### config.mk
export PLATFORM = sky130hd
export DESIGN_NAME = mem_port_arbiter
export DESIGN_NICKNAME = d
export VERILOG_FILES = /design/src/rtl/axil_mem_pkg.sv /design/src/rtl/mem_rr_pick.sv /design/src/rtl/mem_port_arbiter.sv
export SDC_FILE = /design/constraint.sdc
export NUM_CORES = 1
export LEC_CHECK = 0
export ABC_AREA = 1
export BUFFER_PORTS_ARGS = -buffer_cell sky130_fd_sc_hd__buf_2
export CORE_AREA = 3 3 175 177
export CTS_BUF_LIST = sky130_fd_sc_hd__clkbuf_4 sky130_fd_sc_hd__clkbuf_8
export DETAILED_ROUTE_END_ITERATION = 6
export DIE_AREA = 0 0 178 180
export GPL_TIMING_DRIVEN = 0
export HOLD_SLACK_MARGIN = 0.05
export SYNTH_ARGS = -nofsm -noshare
export SYNTH_HDL_FRONTEND = slang
export SYNTH_SLANG_ARGS = --single-unit
### constraint.sdc
create_clock -name aclk -period 1.42 [get_ports aclk]
set_clock_uncertainty 0.1 [all_clocks]
set_input_delay 0.142 -clock aclk [delete_from_list [all_inputs] [get_ports aclk]]
set_output_delay 0.142 -clock aclk [all_outputs]
set_load 0.05 [all_outputs]
### src/rtl/axil_mem_pkg.sv
// Shared definitions for the memory-port arbiter: one-hot FSM encodings
// and small index helpers used by the top and the round-robin picker.
package axil_mem_pkg;

    localparam logic [2:0] ARB_IDLE    = 3'b001;
    localparam logic [2:0] ARB_GRANT   = 3'b010;
    localparam logic [2:0] ARB_RELEASE = 3'b100;

    typedef enum logic [2:0] {
        ST_IDLE    = ARB_IDLE,
        ST_GRANT   = ARB_GRANT,
        ST_RELEASE = ARB_RELEASE
    } arb_state_e;

    // Width of a requester index; never narrower than one bit.
    function automatic int grant_w(input int n);
        return (n > 1) ? $clog2(n) : 1;
    endfunction

endpackage

### src/rtl/mem_rr_pick.sv
// Combinational round-robin picker: returns the first pending requester
// found searching upward from ptr, wrapping at NUM_REQ.
module mem_rr_pick
    import axil_mem_pkg::*;
#(
    parameter int NUM_REQ = 2,
    parameter int GW      = 1
) (
    input  logic [NUM_REQ-1:0] pending,
    input  logic [GW-1:0]      ptr,
    output logic [GW-1:0]      winner,
    output logic               any_pending
);

    logic [GW:0] cand;

    // Walk the rotation from farthest to nearest so the nearest pending
    // candidate is the last (and therefore winning) assignment.
    always_comb begin
        winner      = ptr;
        cand        = '0;
        any_pending = |pending;
        for (int k = NUM_REQ - 1; k >= 0; k--) begin
            cand = {1'b0, ptr} + (GW + 1)'(k);
            if (cand >= (GW + 1)'(NUM_REQ)) begin
                cand = cand - (GW + 1)'(NUM_REQ);
            end
            if (pending[cand[GW-1:0]]) begin
                winner = cand[GW-1:0];
            end
        end
    end

endmodule

### src/rtl/mem_port_arbiter.sv
// Round-robin arbiter sharing one level-handshake memory port between
// NUM_REQ requesters. A grant is held until its owner drops both requests,
// then one RELEASE cycle guarantees the memory sees req low between owners.
module mem_port_arbiter
    import axil_mem_pkg::*;
#(
    parameter int NUM_REQ = 2,
    parameter int ADDR_W  = 32,
    parameter int DATA_W  = 64
) (
    input  logic                          aclk,
    input  logic                          aresetn,
    input  logic [NUM_REQ-1:0]            req_w_req,
    input  logic [NUM_REQ-1:0]            req_r_req,
    output logic [NUM_REQ-1:0]            req_w_ack,
    output logic [NUM_REQ-1:0]            req_r_ack,
    input  logic [NUM_REQ*ADDR_W-1:0]     req_addr,
    input  logic [NUM_REQ*DATA_W-1:0]     req_w_data,
    input  logic [NUM_REQ*DATA_W/8-1:0]   req_w_strb,
    output logic [DATA_W-1:0]             req_r_data,
    output logic                          mem_w_req,
    output logic                          mem_r_req,
    input  logic                          mem_w_ack,
    input  logic                          mem_r_ack,
    output logic [ADDR_W-1:0]             mem_addr,
    output logic [DATA_W-1:0]             mem_w_data,
    output logic [DATA_W/8-1:0]           mem_w_strb,
    input  logic [DATA_W-1:0]             mem_r_data,
    output logic [$clog2(NUM_REQ)-1:0]    grant_id,
    output logic                          busy
);

    localparam int GW = grant_w(NUM_REQ);
    localparam int SW = DATA_W / 8;

    arb_state_e           state, state_nxt;
    logic [GW-1:0]        rr_ptr, ptr_nxt;
    logic [GW-1:0]        grant_nxt;
    logic [GW-1:0]        winner;
    logic                 any_pending;
    logic [NUM_REQ-1:0]   pending;
    logic                 in_grant;

    assign pending = req_w_req | req_r_req;

    mem_rr_pick #(
        .NUM_REQ (NUM_REQ),
        .GW      (GW)
    ) u_pick (
        .pending     (pending),
        .ptr         (rr_ptr),
        .winner      (winner),
        .any_pending (any_pending)
    );

    // State, round-robin pointer and grant index registers.
    always_ff @(posedge aclk) begin
        if (!aresetn) begin
            state    <= ST_IDLE;
            rr_ptr   <= '0;
            grant_id <= '0;
        end else begin
            state    <= state_nxt;
            rr_ptr   <= ptr_nxt;
            grant_id <= grant_nxt;
        end
    end

    // Next-state: grant the picker's winner from IDLE, hold until the owner
    // goes quiet, then spend exactly one cycle in RELEASE.
    always_comb begin
        state_nxt = state;
        ptr_nxt   = rr_ptr;
        grant_nxt = grant_id;
        case (state)
            ST_IDLE: begin
                if (any_pending) begin
                    state_nxt = ST_GRANT;
                    grant_nxt = winner;
                    ptr_nxt   = (winner == GW'(NUM_REQ - 1)) ? '0 : winner + 1'b1;
                end
            end
            ST_GRANT: begin
                if (!req_w_req[grant_id] && !req_r_req[grant_id]) begin
                    state_nxt = ST_RELEASE;
                end
            end
            ST_RELEASE: state_nxt = ST_IDLE;
            default:    state_nxt = ST_IDLE;
        endcase
    end

    // Downstream request and per-requester ack steering; only the owner
    // sees acks, and a simultaneous write takes precedence over a read.
    always_comb begin
        in_grant  = (state == ST_GRANT);
        mem_w_req = in_grant & req_w_req[grant_id];
        mem_r_req = in_grant & req_r_req[grant_id] & ~req_w_req[grant_id];
        req_w_ack = '0;
        req_r_ack = '0;
        if (in_grant) begin
            req_w_ack[grant_id] = mem_w_ack;
            req_r_ack[grant_id] = mem_r_ack & mem_r_req;
        end
    end

    // Payload muxes always follow grant_id; they are don't-care while the
    // downstream request is low.
    assign mem_addr   = req_addr  [grant_id*ADDR_W +: ADDR_W];
    assign mem_w_data = req_w_data[grant_id*DATA_W +: DATA_W];
    assign mem_w_strb = req_w_strb[grant_id*SW     +: SW];
    assign req_r_data = mem_r_data;
    assign busy       = in_grant;

endmodule

==> impl_metrics.ini <==
[grt]
initial_antenna_violation_count = 1
grt_max_degree = 11
grt_busiest_layer = met2
groute.usage.overall_pct = 9.08
grt_util_met1_pct = 9.05
grt_use_met3_pct = 1.71
grt_util_met2_pct = 18.7
via_count_of_the_first_global_routing_pass = 4203
grt_overflow = 0
grt_pass1_wl_um = 22300

[clock_tree]
tritoncts.num_buffers = 3
cts.htree.levels = 1
clock_sinks = 5
cts_hold_repair.buffers = 0
clock_latency_at_the_later_pin_of_the_worst_skew_pair_ns = 0.22
tritoncts = done
clockBufferDepth = 2
worst_setup_hold_path_clk_slew_ns = 0.04
clock_root_buffer_master = clkbuf_8

[floorplanning]
starting_utilization_of_the_core_area_pct = 7.10
pin_count = 456
die_area_um2 = 32000
floorplan.die.width_um = 178
fp.dieH_um = 180
floorplan.core_area_um2 = 29400
fp-row-count = 63

[setup_path]
worst-endpoint-arrival_ns = 1.46
setup.worst_path.end_class = output port
slowest_stage = dfxtp_4
critical_path.top_delay_family = buffers and inverters
critical_path_buf_inv_count = 3
critPathMostFrequentCell = buf_4
worstPathMaxFanout = 10
cp.depth = 5
startpoint_type = flip-flop
required_ns = 1.18
reg2reg_setup_slack_ns = 0.10
timing.critical_path.slowest_cell_delay_ns = 0.44
path_cells = buf_6 -> buf_4 -> nand2_1 -> nand2_2 -> buf_4
worstReg2RegEnd = state[2]
r2r-start = grant_id
reg2regPathDepth = 8
worst_setup_path_class = reg -> out

[detailed_routing]
drt_drc_violations_left = 0
routed_wire_length_per_instance_um = 13.4
detailroute.via_count = 4286
route.final.wire_length_um = 16900
final_antenna_net_count = 0
detailedRoute.firstPassIterationCount = 4
via_per_inst = 3.40
dr.first_iter.drc_count = 65

[timing]
fin_crit_sh_pct = 120
worstMarginPinSlew_ns = 0.293
finalWorstSetupSlack_ns = -0.283
finalHoldWorstSlack_ns = 0.0683
final-max-slew-violation-count = 0
max_freq_mhz = 587
rsz_0062_raised_after_global_routing = true
setup_viol = 110
layout_min_cycle_time_ns = 1.70
final_hold_viol_count = 0
max-slew-margin-rel_pct = 80.4

[layout]
fin_nets = 1151
antenna_cells_inserted = 0
drive_above_1_share_pct = 79.7
areaGrowthSynthToFinish_pct = 229
filler_cell_count = 3207
final_core_utilization_pct = 23.4

[power_and_ir_drop]
leakagePower_nw = 3.86
ir_worst_vdd_v = 0.000475
pwr_density_cell_nw_per_um2 = 1090

[synth]
netlist.area_leader.share_pct = 60.0
mappedNetlistNets = 738
number_of_distinct_library_cell_variants_in_the_gate_level_netlist_after_synthesis = 14
yosys_warnings = 0
synth.largest_area_cell = nand2_1
yosysSeqAreaShare_pct = 4.79
synth_area_leaders = nand2_1 (60%), buf_4 (23%), buf_2 (5.0%), dfxtp_1 (4.8%), nor2_1 (1.8%)
synth_seq_cells = 5
synthesis.instances = 458
syn-cell-area_um2 = 2090
synth.avg_cell_area_um2 = 4.56

[placement]
numPortBuffers = 391
dp_hpwl_um = 13100
dp_slack_ns = -0.359
gp_congestion = 0.806

[status]
failed_checks = setup timing
status = complete, but fails checks

[min_path]
hold_path_class = in -> reg
hold-path-endpoint = state[0]
number_of_cells_on_the_worst_hold_path = 2
hold_start = aresetn

[flow_run]
max-cap-violations = 0
## what timing repair did
item,4_1_cts,5_1_grt
endpoints found under the setup margin,111,112
endpoints found under the hold margin,0,0
pin swaps,30,30
gates resized for setup,378,156
setup buffers,7,5
cloned,8,2
## how the worst max path moves through the flow
stage,from,end
floorplan,grant_id,req_w_ack[0]
global placement,grant_id,mem_w_data[13]
detailed placement,grant_id,mem_w_data[14]
CTS,grant_id,req_r_ack[1]
global route,grant_id,req_r_ack[1]
finish,grant_id,mem_w_data[4]
## per-layer routing
layer | up-vias | wire length [um]
met2 | 249 | 9610
met1 | 1899 | 5740
met3 | 14 | 1240
li1 | 2124 | -
met4 | 0 | 279
met5 | - | 0
## state kept, by name, summed over array words and instances, names as in the netlist
register  cells
rr_ptr        1
state         3
grant_id      1
## cells in the final DEF (no fill, tap or decap)
| master | netlist | layout |
|---|---|---|
| buf_2 | 21 | 280 |
| nand2_1 | 334 | 154 |
| nand2_2 | 0 | 101 |
| buf_4 | 65 | 99 |
| nand2_4 | 0 | 78 |
| buf_8 | 0 | 65 |
| buf_6 | 0 | 35 |
| buf_12 | 0 | 9 |
| inv_1 | 8 | 8 |
| buf_16 | 0 | 6 |
| nor2_1 | 10 | 5 |
| nor2_4 | 0 | 4 |
| a21oi_1 | 3 | 3 |
| clkbuf_8 | 0 | 3 |
| dfxtp_1 | 5 | 3 |
| inv_8 | 0 | 2 |
| nor3_4 | 0 | 2 |
| clkbuf_16 | 0 | 2 |
| nor2_2 | 0 | 1 |
| nor3_2 | 0 | 1 |
| nand4_1 | 1 | 1 |
| nand2_8 | 0 | 1 |
| o211ai_1 | 1 | 1 |
| o21ai_0 | 1 | 1 |
| nand3_1 | 2 | 1 |
| nand3_2 | 0 | 1 |
| clkbuf_4 | 0 | 1 |
| dfxtp_4 | 0 | 1 |
| dfxtp_2 | 0 | 1 |
## logic make-up after synthesis
| logic type | count (synthesis) | synth area share, % |
|---|---|---|
| AO/OA/AOI/OAI | 5 | 1.32 |
| buffers and inverters | 98 | 30.6 |
| flip-flops | 5 | 4.79 |
| AND/OR/NAND/NOR | 350 | 63.3 |
## Yosys cell counts
library cell / number
nand2_1: 334
nand4_1: 1
nor2_1: 10
inv_2: 2
nand3_1: 2
dfxtp_1: 5
a21oi_1: 3
nor3_1: 3
buf_4: 65
inv_1: 8
clkbuf_1: 2
buf_2: 21
o211ai_1: 1
o21ai_0: 1
## power breakdown
group / switching [mW] / total (mW) / internal, mW
logic: 4.33 / 7.04 / 2.71
registers: 0.0361 / 0.203 / 0.166
clock network: 0.0681 / 0.280 / 0.212
## through the flow
| stage | instance area, um^2 | setup TNS [ns] | power [mW] | instances |
|---|---|---|---|---|
| 3_3_place_gp | 4760 | -18.57 | 5.04 | 1239 |
| 6_report | 6870 | -19.97 | 7.53 | 1260 |
| 3_5_place_dp | 4760 | -19.27 | 5.06 | 1239 |
| 4_1_cts | 6260 | -23.94 | 7.01 | 1258 |
| 5_1_grt | 6870 | -26.14 | 7.87 | 1260 |
| 2_1_floorplan | 2320 | -0.245 | 3.76 | 458 |
## cell type report
type / instances / area (um^2) / share of cell area, %
Inverter: 10 / 52.6 / 0.764
Buffer: 85 / 782 / 11.4
Clock buffer: 4 / 48.8 / 0.710
Multi-Input combinational cell: 355 / 2270 / 33.0
Tap cell: 390 / 488 / 7.10
Timing Repair Buffer: 411 / 3130 / 45.5
Sequential cell: 5 / 105 / 1.53
Note: power is estimated with default switching activity, not from simulation.
